`src/rtl/exp7_pkg.sv`:
```
// Shared definitions for the exp7 memory-sequence game: state codes, debug code for
// illegal states and small elaboration-time sizing helpers.
package exp7_pkg;

    localparam logic [3:0] ST_INICIAL        = 4'h0;
    localparam logic [3:0] ST_PREPARACAO     = 4'h1;
    localparam logic [3:0] ST_INICIA_RODADA  = 4'h2;
    localparam logic [3:0] ST_MOSTRA         = 4'h3;
    localparam logic [3:0] ST_APAGA          = 4'h4;
    localparam logic [3:0] ST_PROXIMO_MOSTRA = 4'h5;
    localparam logic [3:0] ST_PREPARA_JOGADA = 4'h6;
    localparam logic [3:0] ST_ESPERA         = 4'h7;
    localparam logic [3:0] ST_REGISTRA       = 4'h8;
    localparam logic [3:0] ST_COMPARACAO     = 4'h9;
    localparam logic [3:0] ST_PROXIMO        = 4'hA;
    localparam logic [3:0] ST_PROXIMA_RODADA = 4'hB;
    localparam logic [3:0] ST_FIM_A          = 4'hC;
    localparam logic [3:0] ST_FIM_T          = 4'hD;
    localparam logic [3:0] ST_FIM_E          = 4'hE;
    localparam logic [3:0] DB_INVALIDO       = 4'hF;

    typedef enum logic [3:0] {
        INICIAL        = ST_INICIAL,
        PREPARACAO     = ST_PREPARACAO,
        INICIA_RODADA  = ST_INICIA_RODADA,
        MOSTRA         = ST_MOSTRA,
        APAGA          = ST_APAGA,
        PROXIMO_MOSTRA = ST_PROXIMO_MOSTRA,
        PREPARA_JOGADA = ST_PREPARA_JOGADA,
        ESPERA         = ST_ESPERA,
        REGISTRA       = ST_REGISTRA,
        COMPARACAO     = ST_COMPARACAO,
        PROXIMO        = ST_PROXIMO,
        PROXIMA_RODADA = ST_PROXIMA_RODADA,
        FIM_A          = ST_FIM_A,
        FIM_T          = ST_FIM_T,
        FIM_E          = ST_FIM_E
    } estado_t;

    function automatic int max_int(input int a, input int b);
        return (a > b) ? a : b;
    endfunction

    // Counter width able to hold 0..n-1, never narrower than one bit.
    function automatic int largura(input int n);
        return (n > 1) ? $clog2(n) : 1;
    endfunction

endpackage

```
`src/rtl/exp7_unidade_controle_if.sv`:
```
// Signals between the game controller (master) and the game datapath (slave).
interface exp7_unidade_controle_if;

    // iniciar, igual, enderecoIgualLimite and fimL are levels sampled every edge;
    // jogada is a one-cycle pulse. Every controller output is a Moore decode of the
    // current state and is valid for the whole cycle; no handshake acknowledges it.
    logic       iniciar;
    logic       jogada;
    logic       igual;
    logic       enderecoIgualLimite;
    logic       fimL;
    logic       zeraE;
    logic       contaE;
    logic       zeraL;
    logic       contaL;
    logic       zeraR;
    logic       registraR;
    logic       ativa_leds;
    logic       acertou;
    logic       errou;
    logic       pronto;
    logic       db_timeout;
    logic [3:0] db_estado;

    modport master (
        input  iniciar, jogada, igual, enderecoIgualLimite, fimL,
        output zeraE, contaE, zeraL, contaL, zeraR, registraR, ativa_leds,
               acertou, errou, pronto, db_timeout, db_estado
    );

    modport slave (
        output iniciar, jogada, igual, enderecoIgualLimite, fimL,
        input  zeraE, contaE, zeraL, contaL, zeraR, registraR, ativa_leds,
               acertou, errou, pronto, db_timeout, db_estado
    );

endinterface

```
`src/rtl/exp7_timer.sv`:
```
// Saturating up-counter with synchronous clear, enable and a terminal-count flag
// that compares against a run-time limit.
module exp7_timer #(
    parameter int WIDTH = 4
) (
    input  logic             clock,
    input  logic             reset,
    input  logic             i_zera,
    input  logic             i_conta,
    input  logic [WIDTH-1:0] i_limite,
    output logic             o_fim
);

    logic [WIDTH-1:0] r_valor;

    always_ff @(posedge clock or negedge reset) begin
        if (!reset) begin
            r_valor <= '0;
        end else if (i_zera) begin
            r_valor <= '0;
        end else if (i_conta && (r_valor != {WIDTH{1'b1}})) begin
            r_valor <= r_valor + WIDTH'(1);
        end
    end

    assign o_fim = (r_valor == i_limite);

endmodule

```
`src/rtl/exp7_unidade_controle.sv`:
```
// Moore controller for the memory-sequence game: playback, move collection, result.
// Optional build macro TIMEOUT_EN adds the move-timeout counter and the fim_T ending.
module exp7_unidade_controle
    import exp7_pkg::*;
#(
    parameter int SHOW_CYCLES    = 1000,
    parameter int GAP_CYCLES     = 250,
    parameter int TIMEOUT_CYCLES = 5000
) (
    input  logic                     clock,
    input  logic                     reset,
    exp7_unidade_controle_if.master  bus
);

    localparam int               DISP_W   = largura(max_int(SHOW_CYCLES, GAP_CYCLES));
    localparam logic [DISP_W-1:0] SHOW_FIM = DISP_W'(SHOW_CYCLES - 1);
    localparam logic [DISP_W-1:0] GAP_FIM  = DISP_W'(GAP_CYCLES - 1);

    estado_t           r_estado;
    estado_t           w_proximo;
    logic              w_em_display;
    logic              w_zera_disp;
    logic              w_fim_disp;
    logic [DISP_W-1:0] w_limite_disp;
    logic              w_timeout;

    always_ff @(posedge clock or negedge reset) begin
        if (!reset) begin
            r_estado <= INICIAL;
        end else begin
            r_estado <= w_proximo;
        end
    end

    // One display timer serves mostra and apaga; it restarts on every state change.
    assign w_em_display  = (r_estado == MOSTRA) || (r_estado == APAGA);
    assign w_zera_disp   = !w_em_display || (w_proximo != r_estado);
    assign w_limite_disp = (r_estado == MOSTRA) ? SHOW_FIM : GAP_FIM;

    exp7_timer #(
        .WIDTH (DISP_W)
    ) u_timer_display (
        .clock    (clock),
        .reset    (reset),
        .i_zera   (w_zera_disp),
        .i_conta  (w_em_display),
        .i_limite (w_limite_disp),
        .o_fim    (w_fim_disp)
    );

`ifdef TIMEOUT_EN
    localparam int             TO_W   = largura(TIMEOUT_CYCLES);
    localparam logic [TO_W-1:0] TO_FIM = TO_W'(TIMEOUT_CYCLES - 1);

    logic w_em_espera;
    logic w_zera_to;
    logic w_fim_to;

    // Leaving espera (e.g. through proximo) clears the window for the next move.
    assign w_em_espera = (r_estado == ESPERA);
    assign w_zera_to   = !w_em_espera || (w_proximo != r_estado);
    assign w_timeout   = w_em_espera && w_fim_to;

    exp7_timer #(
        .WIDTH (TO_W)
    ) u_timer_timeout (
        .clock    (clock),
        .reset    (reset),
        .i_zera   (w_zera_to),
        .i_conta  (w_em_espera),
        .i_limite (TO_FIM),
        .o_fim    (w_fim_to)
    );
`else
    // TIMEOUT_CYCLES has no effect in this build; espera waits for jogada forever.
    assign w_timeout = 1'b0 && (TIMEOUT_CYCLES > 0);
`endif

    always_comb begin
        w_proximo = r_estado;
        case (r_estado)
            INICIAL:        if (bus.iniciar) w_proximo = PREPARACAO;
            PREPARACAO:     w_proximo = INICIA_RODADA;
            INICIA_RODADA:  w_proximo = MOSTRA;
            MOSTRA:         if (w_fim_disp) w_proximo = APAGA;
            APAGA: begin
                if (w_fim_disp) begin
                    w_proximo = bus.enderecoIgualLimite ? PREPARA_JOGADA : PROXIMO_MOSTRA;
                end
            end
            PROXIMO_MOSTRA: w_proximo = MOSTRA;
            PREPARA_JOGADA: w_proximo = ESPERA;
            ESPERA: begin
                if (w_timeout)       w_proximo = FIM_T;
                else if (bus.jogada) w_proximo = REGISTRA;
            end
            REGISTRA:       w_proximo = COMPARACAO;
            COMPARACAO: begin
                if (!bus.igual)                    w_proximo = FIM_E;
                else if (!bus.enderecoIgualLimite) w_proximo = PROXIMO;
                else if (bus.fimL)                 w_proximo = FIM_A;
                else                               w_proximo = PROXIMA_RODADA;
            end
            PROXIMO:        w_proximo = ESPERA;
            PROXIMA_RODADA: w_proximo = INICIA_RODADA;
`ifdef TIMEOUT_EN
            FIM_A, FIM_E, FIM_T: if (bus.iniciar) w_proximo = PREPARACAO;
`else
            FIM_A, FIM_E:        if (bus.iniciar) w_proximo = PREPARACAO;
`endif
            default:        w_proximo = INICIAL;
        endcase
    end

    always_comb begin
        bus.zeraE      = 1'b0;
        bus.contaE     = 1'b0;
        bus.zeraL      = 1'b0;
        bus.contaL     = 1'b0;
        bus.zeraR      = 1'b0;
        bus.registraR  = 1'b0;
        bus.ativa_leds = 1'b0;
        bus.acertou    = 1'b0;
        bus.errou      = 1'b0;
        bus.pronto     = 1'b0;
        bus.db_timeout = 1'b0;
        bus.db_estado  = r_estado;
        case (r_estado)
            INICIAL, PREPARACAO: begin
                bus.zeraE = 1'b1;
                bus.zeraL = 1'b1;
                bus.zeraR = 1'b1;
            end
            INICIA_RODADA:  bus.zeraE = 1'b1;
            MOSTRA:         bus.ativa_leds = 1'b1;
            PROXIMO_MOSTRA: bus.contaE = 1'b1;
            PREPARA_JOGADA: begin
                bus.zeraE = 1'b1;
                bus.zeraR = 1'b1;
            end
            REGISTRA:       bus.registraR = 1'b1;
            PROXIMO:        bus.contaE = 1'b1;
            PROXIMA_RODADA: bus.contaL = 1'b1;
            APAGA, ESPERA, COMPARACAO: ;
            FIM_A: begin
                bus.acertou = 1'b1;
                bus.pronto  = 1'b1;
            end
            FIM_E: begin
                bus.errou  = 1'b1;
                bus.pronto = 1'b1;
            end
`ifdef TIMEOUT_EN
            FIM_T: begin
                bus.errou      = 1'b1;
                bus.pronto     = 1'b1;
                bus.db_timeout = 1'b1;
            end
`endif
            default:        bus.db_estado = DB_INVALIDO;
        endcase
    end

endmodule

```
`src/flat_wrapper.sv`:
```
// flat-port wrapper written by rule: the top's interface ports become plain ports
module exp7_unidade_controle_flat import exp7_pkg::*;
#(
    parameter int SHOW_CYCLES    = 1000,
    parameter int GAP_CYCLES     = 250,
    parameter int TIMEOUT_CYCLES = 5000
)
  (clock, reset, bus_iniciar, bus_jogada, bus_igual, bus_enderecoIgualLimite, bus_fimL, bus_zeraE, bus_contaE, bus_zeraL, bus_contaL, bus_zeraR, bus_registraR, bus_ativa_leds, bus_acertou, bus_errou, bus_pronto, bus_db_timeout, bus_db_estado);
  exp7_unidade_controle_if bus_i ();
  input  logic clock;
  input  logic reset;
  input wire logic [$bits(bus_i.iniciar)-1:0] bus_iniciar;
  input wire logic [$bits(bus_i.jogada)-1:0] bus_jogada;
  input wire logic [$bits(bus_i.igual)-1:0] bus_igual;
  input wire logic [$bits(bus_i.enderecoIgualLimite)-1:0] bus_enderecoIgualLimite;
  input wire logic [$bits(bus_i.fimL)-1:0] bus_fimL;
  output wire logic [$bits(bus_i.zeraE)-1:0] bus_zeraE;
  output wire logic [$bits(bus_i.contaE)-1:0] bus_contaE;
  output wire logic [$bits(bus_i.zeraL)-1:0] bus_zeraL;
  output wire logic [$bits(bus_i.contaL)-1:0] bus_contaL;
  output wire logic [$bits(bus_i.zeraR)-1:0] bus_zeraR;
  output wire logic [$bits(bus_i.registraR)-1:0] bus_registraR;
  output wire logic [$bits(bus_i.ativa_leds)-1:0] bus_ativa_leds;
  output wire logic [$bits(bus_i.acertou)-1:0] bus_acertou;
  output wire logic [$bits(bus_i.errou)-1:0] bus_errou;
  output wire logic [$bits(bus_i.pronto)-1:0] bus_pronto;
  output wire logic [$bits(bus_i.db_timeout)-1:0] bus_db_timeout;
  output wire logic [$bits(bus_i.db_estado)-1:0] bus_db_estado;
  assign bus_i.iniciar = bus_iniciar;
  assign bus_i.jogada = bus_jogada;
  assign bus_i.igual = bus_igual;
  assign bus_i.enderecoIgualLimite = bus_enderecoIgualLimite;
  assign bus_i.fimL = bus_fimL;
  assign bus_zeraE = bus_i.zeraE;
  assign bus_contaE = bus_i.contaE;
  assign bus_zeraL = bus_i.zeraL;
  assign bus_contaL = bus_i.contaL;
  assign bus_zeraR = bus_i.zeraR;
  assign bus_registraR = bus_i.registraR;
  assign bus_ativa_leds = bus_i.ativa_leds;
  assign bus_acertou = bus_i.acertou;
  assign bus_errou = bus_i.errou;
  assign bus_pronto = bus_i.pronto;
  assign bus_db_timeout = bus_i.db_timeout;
  assign bus_db_estado = bus_i.db_estado;
  exp7_unidade_controle #(.SHOW_CYCLES(SHOW_CYCLES), .GAP_CYCLES(GAP_CYCLES), .TIMEOUT_CYCLES(TIMEOUT_CYCLES)) u_core (.clock(clock), .reset(reset), .bus(bus_i));
endmodule
```
`config.mk`:
```
export PLATFORM = sky130hd
export DESIGN_NAME = exp7_unidade_controle_flat
export DESIGN_NICKNAME = d
export VERILOG_FILES = /design/src/rtl/exp7_pkg.sv /design/src/rtl/exp7_unidade_controle_if.sv /design/src/rtl/exp7_timer.sv /design/src/rtl/exp7_unidade_controle.sv /design/src/flat_wrapper.sv
export SDC_FILE = /design/constraint.sdc
export NUM_CORES = 1
export LEC_CHECK = 0
export BUFFER_PORTS_ARGS = -buffer_cell sky130_fd_sc_hd__buf_2
export CAP_MARGIN = 10
export CORE_MARGIN = 3
export CORE_UTILIZATION = 40
export DETAILED_ROUTE_END_ITERATION = 12
export PLACE_DENSITY = 0.66
export SLEW_MARGIN = 20
export SYNTH_ARGS = -nofsm -noshare
export SYNTH_HDL_FRONTEND = slang
export SYNTH_HIERARCHICAL = 1
export SYNTH_SLANG_ARGS = --single-unit
```
`constraint.sdc`:
```
create_clock -name clock -period 4 [get_ports clock]
set_input_delay 0.8 -clock clock [delete_from_list [all_inputs] [get_ports clock]]
set_output_delay 0.8 -clock clock [all_outputs]
set_load 0.005 [all_outputs]
```
# ---- Yosys cells after proc, flatten, opt, wreduce, memory -nomap -nowiden
# Cells that the tools add are included.
dict set report totals {
  in_bits 7
  reg_bits 14
  out_inout_bits 15
}
dict set report op_classes {
  eq_ne 16
  reduce_logical 16
  mux 23
  add_sub_neg 1
}
# operator count
set op_table {}
lappend op_table {{$pmux W4 S9} 1}
lappend op_table {{$mux W10} 3}
lappend op_table {{$mux W4} 7}
lappend op_table {{$eq A4 B4 Y1 const B} 6}
lappend op_table {{$eq A4 B3 Y1 const B} 4}
lappend op_table {{$reduce_or A14 Y1} 1}
lappend op_table {{$reduce_or A2 Y1} 6}
lappend op_table {{$add A10 B1 Y10 const B} 1}
lappend op_table {{$eq A10 B10 Y1} 1}
lappend op_table {{$mux W1} 10}
lappend op_table {{$ne A10 B10 Y1 const B} 1}
lappend op_table {{$eq A4 B2 Y1 const B} 2}
lappend op_table {{$reduce_or A3 Y1} 2}
lappend op_table {{$eq A4 B1 Y1 const B} 1}
lappend op_table {{$logic_not A4 Y1} 1}
lappend op_table {{$ne A4 B4 Y1} 1}
lappend op_table {{$reduce_or A4 Y1} 1}
lappend op_table {{$mux W3} 1}
lappend op_table {{$logic_or A1 B1 Y1} 2}
lappend op_table {{$mux W2} 1}
lappend op_table {{$reduce_bool A2 Y1} 1}
lappend op_table {{$logic_and A1 B1 Y1} 1}
lappend op_table {{$logic_not A1 Y1} 1}

# ---- Logic depth before layout (Yosys ltp)
# Gate-level depths: netlist of run 1.
dict set report logic_depth {
  depth_word 8
  mapped_depth 15
  ltp_nobuf 12
}

# ---- Modules after synthesis
# The synthesis of run 1 kept the hierarchy.
# mod area_each_um2 cells_per_inst seq_area_each_um2 n_inst
set by_module_without_submodules {}
lappend by_module_without_submodules {exp7_timer 684.4 72 250.2 1}
lappend by_module_without_submodules {exp7_unidade_controle 646.9 84 100.1 1}

# ---- Worst setup path before layout of run 1
# Ideal clock, no wire load.
dict set report synth_timing {
  path_kind {reg-to-reg}
  from {reg u_core.r_estado[2]}
  to {reg u_core.u_timer_display.r_valor[1]}
  arrival_time_ns 3.730
  setup_slack_ns 0.188
  path_stages_with_launch 15
  period_less_slack_ns 3.812
  t_required_ns 3.917
  cell_sequence {dfrtp_1 -> buf_6 -> or2b_1 -> or3_1 -> inv_1 -> xnor2_1 -> nand4_1 -> nor4_1 -> o21a_4 -> o32ai_1 -> or4_4 -> a221o_1 -> dlygate4sd1_1 -> nand3b_1 -> o21ai_0}
}
dict set report synth_between {
  elab_chain_len 8
  elab_cells_between_ends 32
}
# item line
set synth_lines {}
lappend synth_lines {{start, declared} exp7_unidade_controle.sv:19} ;# estado_t r_estado;
lappend synth_lines {{start signal, assigned} exp7_unidade_controle.sv:31} ;# r_estado <= w_proximo;
lappend synth_lines {{$eq A4 B2 Y1 (*)} exp7_unidade_controle.sv:38} ;# assign w_limite_disp = (r_estado == MOSTRA) ? SHOW_FIM : GAP_FIM;
lappend synth_lines {{$mux W10 (*)} exp7_unidade_controle.sv:38}
lappend synth_lines {{net u_core.w_limite_disp[3]} exp7_unidade_controle.sv:24} ;# logic [DISP_W-1:0] w_limite_disp;
lappend synth_lines {{$eq A10 B10 Y1 (*)} exp7_timer.sv:26} ;# assign o_fim = (r_valor == i_limite);
lappend synth_lines {{net u_core.w_fim_disp} exp7_unidade_controle.sv:23} ;# logic w_fim_disp;
lappend synth_lines {{$mux W4, on equally long branches} {exp7_unidade_controle.sv:87, exp7_unidade_controle.sv:85}}
lappend synth_lines {{$pmux W4 S9 (*)} exp7_unidade_controle.sv:81} ;# case (r_estado)
lappend synth_lines {{net u_core.w_proximo[1]} exp7_unidade_controle.sv:20} ;# estado_t w_proximo;
lappend synth_lines {{$ne A4 B4 Y1 (*)} exp7_unidade_controle.sv:37} ;# assign w_zera_disp = !w_em_display || (w_proximo != r_estado);
lappend synth_lines {{$logic_or A1 B1 Y1 (*)} exp7_unidade_controle.sv:37}
lappend synth_lines {{net u_core.w_zera_disp} exp7_unidade_controle.sv:22} ;# logic w_zera_disp;
lappend synth_lines {{$mux W10 or $reduce_bool A2 Y1 (tied branches)} --}
lappend synth_lines {{end signal, assigned} exp7_timer.sv:22} ;# r_valor <= r_valor + WIDTH'(1);
lappend synth_lines {{end, declared} exp7_timer.sv:14} ;# logic [WIDTH-1:0] r_valor;
# Mark *: on every way through the listed nets, which the timed path passes. The rest lies on a longest branch.
# A chain may end at the register's enable or synchronous reset.

# ---- Final worst setup path of run 1
# Ends and elaborated chain as after synthesis.

==> results of run 1 <==
-- per-layer routing --
metal | vias up | GRT usage, %
met5 | - | 0
met4 | 0 | 4.58
met3 | 8 | 3.57
met2 | 22 | 24.1
met1 | 550 | 20.6
li1 | 584 | -
-- cell type report --
class                      count  area [um^2]  share of cell area, %
multi-input combinational    127          851                   59.4
sequential                    14          350                   24.5
timing repair buffer          25          138                   9.62
tap                           44         55.1                   3.85
clock buffer                   3         22.5                   1.57
inverter                       4         15.0                   1.05
-- logic make-up (layout without fill, tap and decap cells) --
group / Yosys count / count (layout) / share of synthesized area (%)
simple gates: 75 / 75 / 34.2
compound gates: 33 / 33 / 18.2
buf+inv: 18 / 32 / 10.6
flops: 14 / 14 / 26.3
xor+xnor: 11 / 11 / 7.24
other cells: 2 / 5 / 0.564
mux: 2 / 2 / 1.88
fa+ha+maj: 1 / 1 / 0.940
-- placed cells by master, fill, tap and decap left out, types with 2 or more instances in the layout --
| cell type | count |
|---|---|
| or2b_2 | 2 |
| buf_4 | 5 |
| nor2_1 | 12 |
| nand2_1 | 13 |
| nor3_1 | 6 |
| dfrtp_1 | 14 |
| xnor2_1 | 8 |
| a21oi_1 | 9 |
| inv_1 | 4 |
| buf_2 | 20 |
| and2b_2 | 3 |
| nand3_1 | 4 |
| nor2b_1 | 4 |
| and2_1 | 2 |
| a211oi_1 | 5 |
| nand4_1 | 3 |
| conb_1 | 5 |
| and3_1 | 5 |
| a31oi_1 | 2 |
| o21ai_0 | 5 |
| xor2_1 | 3 |
| clkbuf_4 | 3 |
-- worst paths after layout --
| check | to | cells past startpoint | start | slack (ns) |
|---|---|---|---|---|
| max | u_core/u_timer_display/r_valor[1] | 13 | u_core/r_estado[2] | 0.34 |
| min | u_core/u_timer_display/r_valor[7] | 1 | reset | 0.39 |
| max reg2reg | u_core/u_timer_display/r_valor[1] | 13 | u_core/r_estado[2] | 0.34 |
| min reg2reg | u_core/u_timer_display/r_valor[0] | 2 | u_core/u_timer_display/r_valor[0] | 0.63 |
| max in group asynchronous | u_core/r_estado[2] | 1 | reset | 3.37 |
| min in group clock | u_core/u_timer_display/r_valor[0] | 2 | u_core/u_timer_display/r_valor[0] | 0.63 |
-- per-stage QoR --
stage / hold WS, ns / cell area (um^2) / std cells / setup WS, ns
after floorplan: 0.504 / 1340 / 159 / 0.188
after global placement: 0.572 / 1410 / 214 / 0.483
after detailed placement: 0.608 / 1410 / 214 / 0.348
after CTS: 0.412 / 1430 / 217 / 0.327
after global routing: 0.412 / 1430 / 217 / 0.120
final: 0.394 / 1430 / 217 / 0.342
-- state kept, by name, indices dropped and copies added (netlist names) --
register and cells:
u_core/r_estado 4, u_core/u_timer_display/r_valor 10
-- worst max-delay path, stage by stage, from the launching register on --
cell and delay (ns):
dfrtp_1 0.38, or2b_1 0.27, or3_1 0.39, inv_1 0.19, xnor2_1 0.15, nand4_1 0.12, nor4_1 0.24, buf_4 0.18
o21a_4 0.11, o32ai_1 0.07, or4_4 0.54, a221o_1 0.54, nand2b_1 0.23, o21ai_0 0.16
-- power breakdown --
part | total [mW] | switching [mW] | leakage, nW | internal (mW)
clock network | 0.0797 | 0.0447 | 0.0138 | 0.0350
registers | 0.228 | 0.0494 | 0.177 | 0.179
logic | 0.367 | 0.202 | 0.469 | 0.164
==> flow_metrics.py, run 1 <==
metrics = {
    "clock_network": {
        "cts_buffer_depth": 2,
        "cts_tree": "done",
        "ctsHoldBuffers": 0,
        "numCtsBuffers": 3,
        "htreeDepth": 1,
        "cts_setup_buffers": 0,
        "clkLatencyLatePin_ns": 0.28,
        "cts_root_buf": "clkbuf_4",
        "cts_sinks": 14,
        "path_clk_slew_ns": 0.08,
        "ctsResizeCount": 0,
    },
    "yosys": {
        "ys_ff_latch": 14,
        "yosys-top-cells-count": "dfrtp_1 (14), nand2_1 (13), nor2_1 (12)",
        "synth_edf_count": 0,
        "syn_area_per_cell_um2": 8.53,
        "netlist_instances": 156,
        "ys_top_cells_by_area": "dfrtp_1 (26%), xnor2_1 (5.3%), nand2_1 (3.7%)",
        "netlist.area_leader.share_pct": 26.3,
        "synth_ff_type": "dfrtp_1",
        "synth_cell_type_count": 62,
        "synth.most_common_cell": "dfrtp_1",
        "yosys_warnings": 6,
        "yosysTopAreaCell": "dfrtp_1",
        "async_flop_share_pct": 100,
        "ys_seq_area_share_pct": 26.3,
        "syn_area_um2": 1330,
    },
    "floorplanning": {
        "dieArea_um2": 4060,
        "fp.coreArea_um2": 3100,
        "io_pins": 22,
        "rows": 20,
        "die_y_um": 63.7,
        "initial_core_util_pct": 42.9,
        "die_width_um": 63.7,
    },
    "placed_design": {
        "gp_congestion": 0.874,
        "numPortBuffers": 20,
        "hpwl_mm": 2.14,
    },
    "routing": {
        "highest_layer": "met4",
        "drt-pass1-iter-count": 4,
        "post-route-drc-count": 0,
        "drtIter0Drc": 64,
        "postRouteAntennaNets": 0,
        "vias": 1164,
        "wl_met2_mm": 1.35,
        "drt-met1-wl_mm": 1.41,
        "routedWlPerCell_um": 13.4,
        "via_per_inst": 5.36,
        "drt-total-wl_mm": 2.90,
        "met3_length_um": 89,
    },
    "critical_path": {
        "critPathMaxFanout": 12,
        "crit_type": "register to register",
        "worstPathRequired_ns": 4.20,
        "endpoint_kind": "register",
        "start_kind": "register",
        "cp.arrival_ns": 3.86,
    },
    "global_route": {
        "antenna_found_initial": 0,
        "grt_usage_pct": 15.3,
        "grt-ovfl-total": 0,
        "grt_first_pass_wirelength_mm": 5.03,
        "grt_pass1_vias": 1090,
        "grt_max_degree": 28,
    },
    "sta": {
        "slew_violations": 0,
        "hold_viol_final": 0,
        "period_minus_slack_ns": 3.66,
        "finalClockSkew_ns": 0.00328,
        "fin_setup_tns_ns": 0,
        "fmax_mhz": 273,
        "setup_viol": 0,
        "grt_setup_unrepaired": "false",
        "fin_crit_sh_pct": 91.5,
    },
    "power_and_ir_drop": {
        "powerDensity_nw_per_um2": 471,
        "p_total_mw": 0.674,
        "cellLeakagePower_nw": 0.660,
        "ir_worst_vdd_v": 0.000231,
    },
    "min_path": {
        "min_path_type": "input pin to async pin",
    },
    "layout": {
        "finalCoreUtilization_pct": 46.1,
        "layout.nets": 183,
        "num_antenna_cells": 0,
        "areaGrowthSynthToFinish_pct": 7.52,
        "drive_above_1_share_pct": 28.9,
        "fillers": 316,
    },
    "outcome": {
        "run_status": "finished clean",
    },
    "job": {
        "drv_cap": 0,
    },
}
No activity file was read; power rests on OpenSTA's default activity.
==> run 2: changes to the inputs <==
--- a/config.mk
+++ b/config.mk
@@ -10,9 +10,8 @@
 export CORE_MARGIN = 3
 export CORE_UTILIZATION = 40
 export DETAILED_ROUTE_END_ITERATION = 12
-export PLACE_DENSITY = 0.66
+export PLACE_DENSITY = 0.67
 export SLEW_MARGIN = 20
 export SYNTH_ARGS = -nofsm -noshare
 export SYNTH_HDL_FRONTEND = slang
-export SYNTH_HIERARCHICAL = 1
 export SYNTH_SLANG_ARGS = --single-unit
==> flow_metrics.py, run 2 <==
metrics = {
    "routing": {
        "drt-pass1-iter-count": 4,
        "routedWlPerCell_um": 15.9,
        "postRouteAntennaNets": 0,
        "drt-total-wl_mm": 2.84,
        "via_per_inst": 6.40,
        "drtIter0Drc": 58,
        "vias": 1145,
        "post-route-drc-count": 0,
    },
    "floorplanning": {
        "die_width_um": 59.5,
        "dieArea_um2": 3540,
        "io_pins": 22,
        "initial_core_util_pct": 44.2,
        "rows": 18,
        "die_y_um": 59.5,
        "fp.coreArea_um2": 2590,
    },
    "layout": {
        "largest_reg_flops": 10,
        "regMostFlops": "u_core.u_timer_display.r_valor",
        "multi_input_area_um2": 693,
        "fillers": 249,
        "drive_above_1_share_pct": 21.5,
        "mostFrequentLayoutCell": "buf_2",
        "areaGrowthSynthToFinish_pct": 7.98,
        "num_antenna_cells": 0,
        "reg.largest.list": "u_core.u_timer_display.r_valor (10), u_core.r_estado (4)",
        "layout.nets": 158,
        "most-common-layout-cells": "buf_2 (20), dfrtp_1 (14), nor2_1 (11)",
        "seq_area_um2": 350,
    },
    "sta": {
        "finalClockSkew_ns": 0.00718,
        "hold_viol_final": 0,
        "slew_violations": 0,
        "fin_setup_tns_ns": 0,
        "fin_crit_sh_pct": 62.3,
        "grt_setup_unrepaired": "false",
        "fmax_mhz": 402,
        "setup_viol": 0,
        "slew_headroom_pct": 46.5,
        "period_minus_slack_ns": 2.49,
        "worstMarginPinSlew_ns": 0.801,
    },
    "placed_design": {
        "numPortBuffers": 20,
        "hpwl_mm": 2.02,
        "gp_congestion": 0.833,
    },
    "power_and_ir_drop": {
        "swShare_pct": 43.9,
        "comb_power_share_pct": 42.0,
        "clock_power_share_pct": 19.6,
        "p_switching_mw": 0.246,
        "p_int_mw": 0.314,
        "power_frac_seq_pct": 38.4,
        "p_total_mw": 0.560,
        "powerDensity_nw_per_um2": 453,
        "ir_worst_vdd_v": 0.000314,
        "cellLeakagePower_nw": 0.497,
    },
    "clock_network": {
        "clkLatencyLatePin_ns": 0.29,
        "cts_tree": "done",
        "ctsResizeCount": 0,
        "cts_root_buf": "clkbuf_4",
        "htreeDepth": 1,
        "path_clk_slew_ns": 0.10,
        "cts_buffer_depth": 2,
        "cts_sinks": 14,
        "ctsHoldBuffers": 0,
        "cts_setup_buffers": 0,
        "numCtsBuffers": 3,
    },
    "yosys": {
        "async_flop_share_pct": 100,
        "yosys.area_share.xor_xnor_pct": 2.30,
        "ys_top_cells_by_area": "dfrtp_1 (31%), a211oi_1 (3.9%), nor2_1 (3.6%)",
        "synth_simple_gate_area_share_pct": 31.3,
        "syn_area_per_cell_um2": 8.18,
        "yosys-top-cells-count": "dfrtp_1 (14), nor2_1 (11), nand2_1 (9)",
        "synth_cell_type_count": 47,
        "netlist.area_leader.share_pct": 30.6,
        "synth_top_family_by_area": "simple AND/OR/NAND/NOR gates",
        "synth_fa_ha_area_share_pct": 1.09,
        "netlist_instances": 140,
        "synth_edf_count": 0,
        "synth_compound_area_share_pct": 21.1,
        "syn_nets": 148,
        "yosys_warnings": 0,
        "syn_area_um2": 1140,
        "yosysTopAreaCell": "dfrtp_1",
        "ys_seq_area_share_pct": 30.6,
        "synth.most_common_cell": "dfrtp_1",
        "ys_ff_latch": 14,
        "synth.mux.area_fraction_pct": 4.48,
        "synth_ff_type": "dfrtp_1",
    },
    "global_route": {
        "grt-ovfl-total": 0,
        "grt_pass1_vias": 937,
        "grt_max_degree": 22,
        "antenna_found_initial": 0,
        "grt_usage_pct": 16.8,
        "grt_first_pass_wirelength_mm": 4.60,
    },
    "critical_path": {
        "critPathTopFamily": "flip-flops",
        "slowest_delay_ns": 0.68,
        "crit_type": "register to output pin",
        "critPathMaxFanout": 19,
        "cp_cell_sequence": "nand2b_1 -> mux2_2 -> nor2_1 -> buf_2",
        "cp.arrival_ns": 1.69,
        "crit_slowest_cell": "dfrtp_1",
        "start_kind": "register",
        "worstPathRequired_ns": 3.20,
        "path_buf_inv": 1,
        "endpoint_kind": "output pin",
    },
    "outcome": {
        "run_status": "finished clean",
    },
    "min_path": {
        "min_path_type": "input pin to async pin",
    },
    "job": {
        "drv_cap": 0,
    },
}
## run 2: changes by cell type after synthesis, sizes merged, moves of 3 or more
cell | before | now
nor2b | 4 | 0
nand2 | 14 | 9
mux2i | 1 | 4
xnor2 | 8 | 2
nand2b | 1 | 4
and2b | 3 | 0
a21oi | 9 | 4
buf | 6 | 9
or2b | 3 | 0
and2 | 4 | 0
## run 2: cell type report
class	count	share of cell area (%)
Clock buffer	4	2.94
Inverter	5	1.52
Multi-Input combinational cell	106	56.1
Sequential cell	14	28.3
Tap cell	30	3.04
Timing Repair Buffer	20	8.10
## run 2: kinds of logic after synthesis
family                     count (synthesis)
and+or+nand+nor                           62
AOI/OAI and AO/OA                         34
buffers and inverters                     20
DFF                                       14
muxes                                      5
xor gates and xnor gates                   3
adders and majority gates                  1
other                                      1
## run 2: through the flow
| stage | setup WS, ns | hold WS, ns | std cells | cell area [um^2] | util [%] |
|---|---|---|---|---|---|
| finish | 1.51 | 0.394 | 179 | 1240 | 47.7 |
| detailed placement | 1.89 | 0.624 | 175 | 1200 | 46.3 |
| CTS | 1.55 | 0.404 | 179 | 1240 | 47.7 |
| global route | 1.40 | 0.405 | 179 | 1240 | 47.7 |
| global placement | 1.91 | 0.612 | 175 | 1200 | 46.3 |
| floorplan | 2.12 | 0.504 | 140 | 1140 | - |
## run 2: final timing paths
kind / startpoint / end / slack, ns / cells after the start
min in group clock: u_core.u_timer_display.r_valor[7] / u_core.u_timer_display.r_valor[7] / 0.66 / 3
worst min register to register: u_core.u_timer_display.r_valor[7] / u_core.u_timer_display.r_valor[7] / 0.66 / 3
worst min-delay path: reset / u_core.u_timer_display.r_valor[1] / 0.39 / 1
worst max-delay path: u_core.r_estado[2] / bus_zeraR / 1.51 / 4
max in group asynchronous: reset / u_core.r_estado[0] / 3.35 / 1
worst max register to register: u_core.r_estado[1] / u_core.u_timer_display.r_valor[7] / 1.91 / 4
## run 2: routing by layer
metal | vias to the layer above | wire [um] | global-route usage [%]
li1 | 544 | - | -
met1 | 548 | 1370 | 26.0
met2 | 51 | 1240 | 24.2
met3 | 2 | 198 | 1.53
met4 | 0 | 27 | 5.70
met5 | - | 0 | 0
## run 2: power by group through the flow
stage,clock network [mW],registers (mW),logic (mW)
2_1_floorplan,0,0.177,0.214
3_3_place_gp,0,0.213,0.233
3_5_place_dp,0,0.215,0.234
4_1_cts,0.111,0.213,0.236
5_1_grt,0.119,0.219,0.264
6_report,0.110,0.215,0.235
==> run 3: changes to the inputs <==
--- a/config.mk
+++ b/config.mk
@@ -5,12 +5,13 @@
 export SDC_FILE = /design/constraint.sdc
 export NUM_CORES = 1
 export LEC_CHECK = 0
+export ABC_AREA = 1
 export BUFFER_PORTS_ARGS = -buffer_cell sky130_fd_sc_hd__buf_2
 export CAP_MARGIN = 10
 export CORE_MARGIN = 3
 export CORE_UTILIZATION = 40
 export DETAILED_ROUTE_END_ITERATION = 12
-export PLACE_DENSITY = 0.67
+export PLACE_DENSITY = 0.68
 export SLEW_MARGIN = 20
 export SYNTH_ARGS = -nofsm -noshare
 export SYNTH_HDL_FRONTEND = slang
==> constraint.sdc (replaced) <==
create_clock -name clock -period 2.1 [get_ports clock]
set_input_delay 0.42 -clock clock [delete_from_list [all_inputs] [get_ports clock]]
set_output_delay 0.42 -clock clock [all_outputs]
set_load 0.005 [all_outputs]
==> flow_metrics.py, run 3 <==
metrics = {
    "power_and_ir_drop": {
        "powerDensity_nw_per_um2": 807,
        "cellLeakagePower_nw": 0.615,
        "ir_worst_vdd_v": 0.000545,
    },
    "yosys": {
        "synth_compound_area_share_pct": 7.69,
        "yosysTopAreaCell": "dfrtp_1",
        "syn_area_um2": 1070,
        "synth_ff_type": "dfrtp_1",
        "synth.mux.area_fraction_pct": 0,
        "syn_nets": 179,
        "netlist.area_leader.share_pct": 32.6,
        "synth_fa_ha_area_share_pct": 1.17,
        "synth_cell_type_count": 25,
        "yosys.area_share.xor_xnor_pct": 2.45,
        "ys_top_cells_by_area": "dfrtp_1 (33%), nor2_1 (14%), nand2_1 (12%)",
        "synth.most_common_cell": "nor2_1",
        "synth_edf_count": 0,
        "synth_top_family_by_area": "simple AND/OR/NAND/NOR gates",
        "ys_seq_area_share_pct": 32.6,
        "yosys-top-cells-count": "nor2_1 (41), nand2_1 (33), inv_1 (25)",
        "ys_ff_latch": 14,
        "syn_area_per_cell_um2": 6.28,
        "netlist_instances": 171,
        "async_flop_share_pct": 100,
        "yosys_warnings": 0,
        "synth_simple_gate_area_share_pct": 44.1,
    },
    "floorplanning": {
        "rows": 18,
        "fp.coreArea_um2": 2520,
        "die_y_um": 57.8,
        "initial_core_util_pct": 42.6,
        "io_pins": 22,
        "dieArea_um2": 3340,
        "die_width_um": 57.8,
    },
    "sta": {
        "layout_setup_ws_ns": 0.243,
        "fmax_mhz": 538,
        "fin_setup_tns_ns": 0,
        "finalClockSkew_ns": 0.00642,
        "setup_viol": 0,
        "fin_crit_sh_pct": 88.4,
        "period_minus_slack_ns": 1.86,
        "hold_viol_final": 0,
        "slew_violations": 0,
    },
    "layout": {
        "largest_reg_flops": 10,
        "num_antenna_cells": 0,
        "reg.largest.list": "u_core.u_timer_display.r_valor (10), u_core.r_estado (4)",
        "most-common-layout-cells": "nor2_1 (41), nand2_1 (33), inv_1 (25)",
        "finalCoreUtilization_pct": 49.1,
        "areaGrowthSynthToFinish_pct": 15.4,
        "layout.nets": 201,
        "mostFrequentLayoutCell": "nor2_1",
        "drive_above_1_share_pct": 18.2,
        "seq_area_um2": 350,
        "multi_input_area_um2": 603,
        "regMostFlops": "u_core.u_timer_display.r_valor",
        "fillers": 280,
    },
    "critical_path": {
        "reg2reg_slack_ns": 0.25,
        "crit_type": "register to output pin",
        "reg2reg_to": "u_core.u_timer_display.r_valor[6]",
        "r2r-start": "u_core.u_timer_display.r_valor[1]",
        "cp.arrival_ns": 1.44,
        "crit_slowest_cell": "dfrtp_1",
        "reg2reg_depth": 10,
        "slowest_delay_ns": 0.45,
        "start_kind": "register",
        "cp_cell_sequence": "inv_1 -> nand2_2 -> nor2_1 -> inv_1 -> o21ai_0 -> buf_2",
        "crit_top_cell": "inv_1",
        "endpoint_kind": "output pin",
        "critPathMaxFanout": 7,
        "worstPathRequired_ns": 1.68,
    },
    "clock_network": {
        "cts_buffer_depth": 2,
        "cts_setup_buffers": 0,
        "htreeDepth": 1,
        "cts_tree": "done",
        "cts_sinks": 14,
        "path_clk_slew_ns": 0.08,
        "cts_root_buf": "clkbuf_4",
        "numCtsBuffers": 3,
        "clkLatencyLatePin_ns": 0.28,
    },
    "placed_design": {
        "gp_congestion": 0.912,
        "hpwl_mm": 2.00,
        "numPortBuffers": 20,
        "preCtsSetupSlack_ns": 0.235,
    },
    "routing": {
        "drtIter0Drc": 66,
        "drt-total-wl_mm": 2.49,
        "routedWlPerCell_um": 11.2,
        "drt-pass1-iter-count": 4,
        "vias": 1116,
        "via_per_inst": 5.03,
        "postRouteAntennaNets": 0,
        "post-route-drc-count": 0,
    },
    "global_route": {
        "grt_max_degree": 15,
        "antenna_found_initial": 0,
        "grt_pass1_vias": 994,
        "grt_usage_pct": 15.9,
        "grt_first_pass_wirelength_mm": 4.22,
        "grt-ovfl-total": 0,
    },
    "min_path": {
        "holdPathStages": 3,
        "min_path_type": "input pin to register",
        "whs_endpoint": "u_core.r_estado[3]",
        "worstHoldStart": "bus_jogada",
    },
    "outcome": {
        "run_status": "finished clean",
    },
    "job": {
        "drv_cap": 0,
    },
}
## run 3: cell count changes in the layout (fill, tap and decap cells not counted), sizes merged, moves of 6 or more
cell and change:
nand2 +27, nor2 +33, a211oi -6, nor3 -7, inv +22, nand3 +12
## run 3: power breakdown
group	leakage [nW]	internal [mW]	switching, mW
clock	0.0210	0.106	0.0853
combinational	0.404	0.166	0.310
sequential	0.189	0.297	0.0364
total	0.615	0.568	0.432
## run 3: cell families after synthesis
family / Yosys count
flops: 14
fa+ha+maj: 1
simple gates: 106
xor+xnor: 3
compound gates: 15
buf+inv: 31
other cells: 1
## run 3: worst max-delay path by stage
stage	startpoint	depth (start not counted)	end
after global routing	u_core.u_timer_display.r_valor[1]	10	u_core.u_timer_display.r_valor[7]
after detailed placement	u_core.u_timer_display.r_valor[1]	10	u_core.u_timer_display.r_valor[7]
after global placement	u_core.r_estado[3]	11	u_core.u_timer_display.r_valor[8]
final	u_core.r_estado[3]	6	bus_zeraR
after floorplan	u_core.u_timer_display.r_valor[1]	10	u_core.u_timer_display.r_valor[7]
after CTS	u_core.u_timer_display.r_valor[1]	10	u_core.u_timer_display.r_valor[7]
## run 3: routing by layer
metal | GRT usage (%) | vias to the layer above | wire length, um
li1 | - | 580 | -
met1 | 22.8 | 503 | 1250
met2 | 24.5 | 28 | 1100
met3 | 3.34 | 5 | 112
met4 | 3.97 | 0 | 23
met5 | 0 | - | 0
## run 3: through the flow
step / hold WS, ns / power, mW / cells / area, um^2
global placement: 0.325 / 0.805 / 217 / 1190
detailed placement: 0.328 / 0.812 / 217 / 1190
floorplan: 0.124 / 0.678 / 171 / 1070
CTS: 0.0102 / 1.01 / 221 / 1220
finish: 0.368 / 1.00 / 222 / 1240
global route: 0.378 / 1.09 / 222 / 1240
## run 3: critical path, delay by kind of cell, from the launching register on
kind            cells  cell delay [ns]
buf+inv             3             0.37
compound gates      1             0.08
flops               1             0.45
simple gates        2             0.26
## run 3: area by class of cell
class	count	share of cell area (%)
clock buffer	4	2.93
sequential	14	28.3
timing repair buffer	21	8.89
tap	30	3.03
inverter	27	8.18
multi-input combinational	126	48.7
## run 3: repair_timing
| item | CTS | global route |
|---|---|---|
| hold buffers | 0 | 1 |
| setup endpoints to repair | 0 | 2 |
| gates resized for setup | 0 | 1 |
| hold endpoints to repair | 0 | 3 |
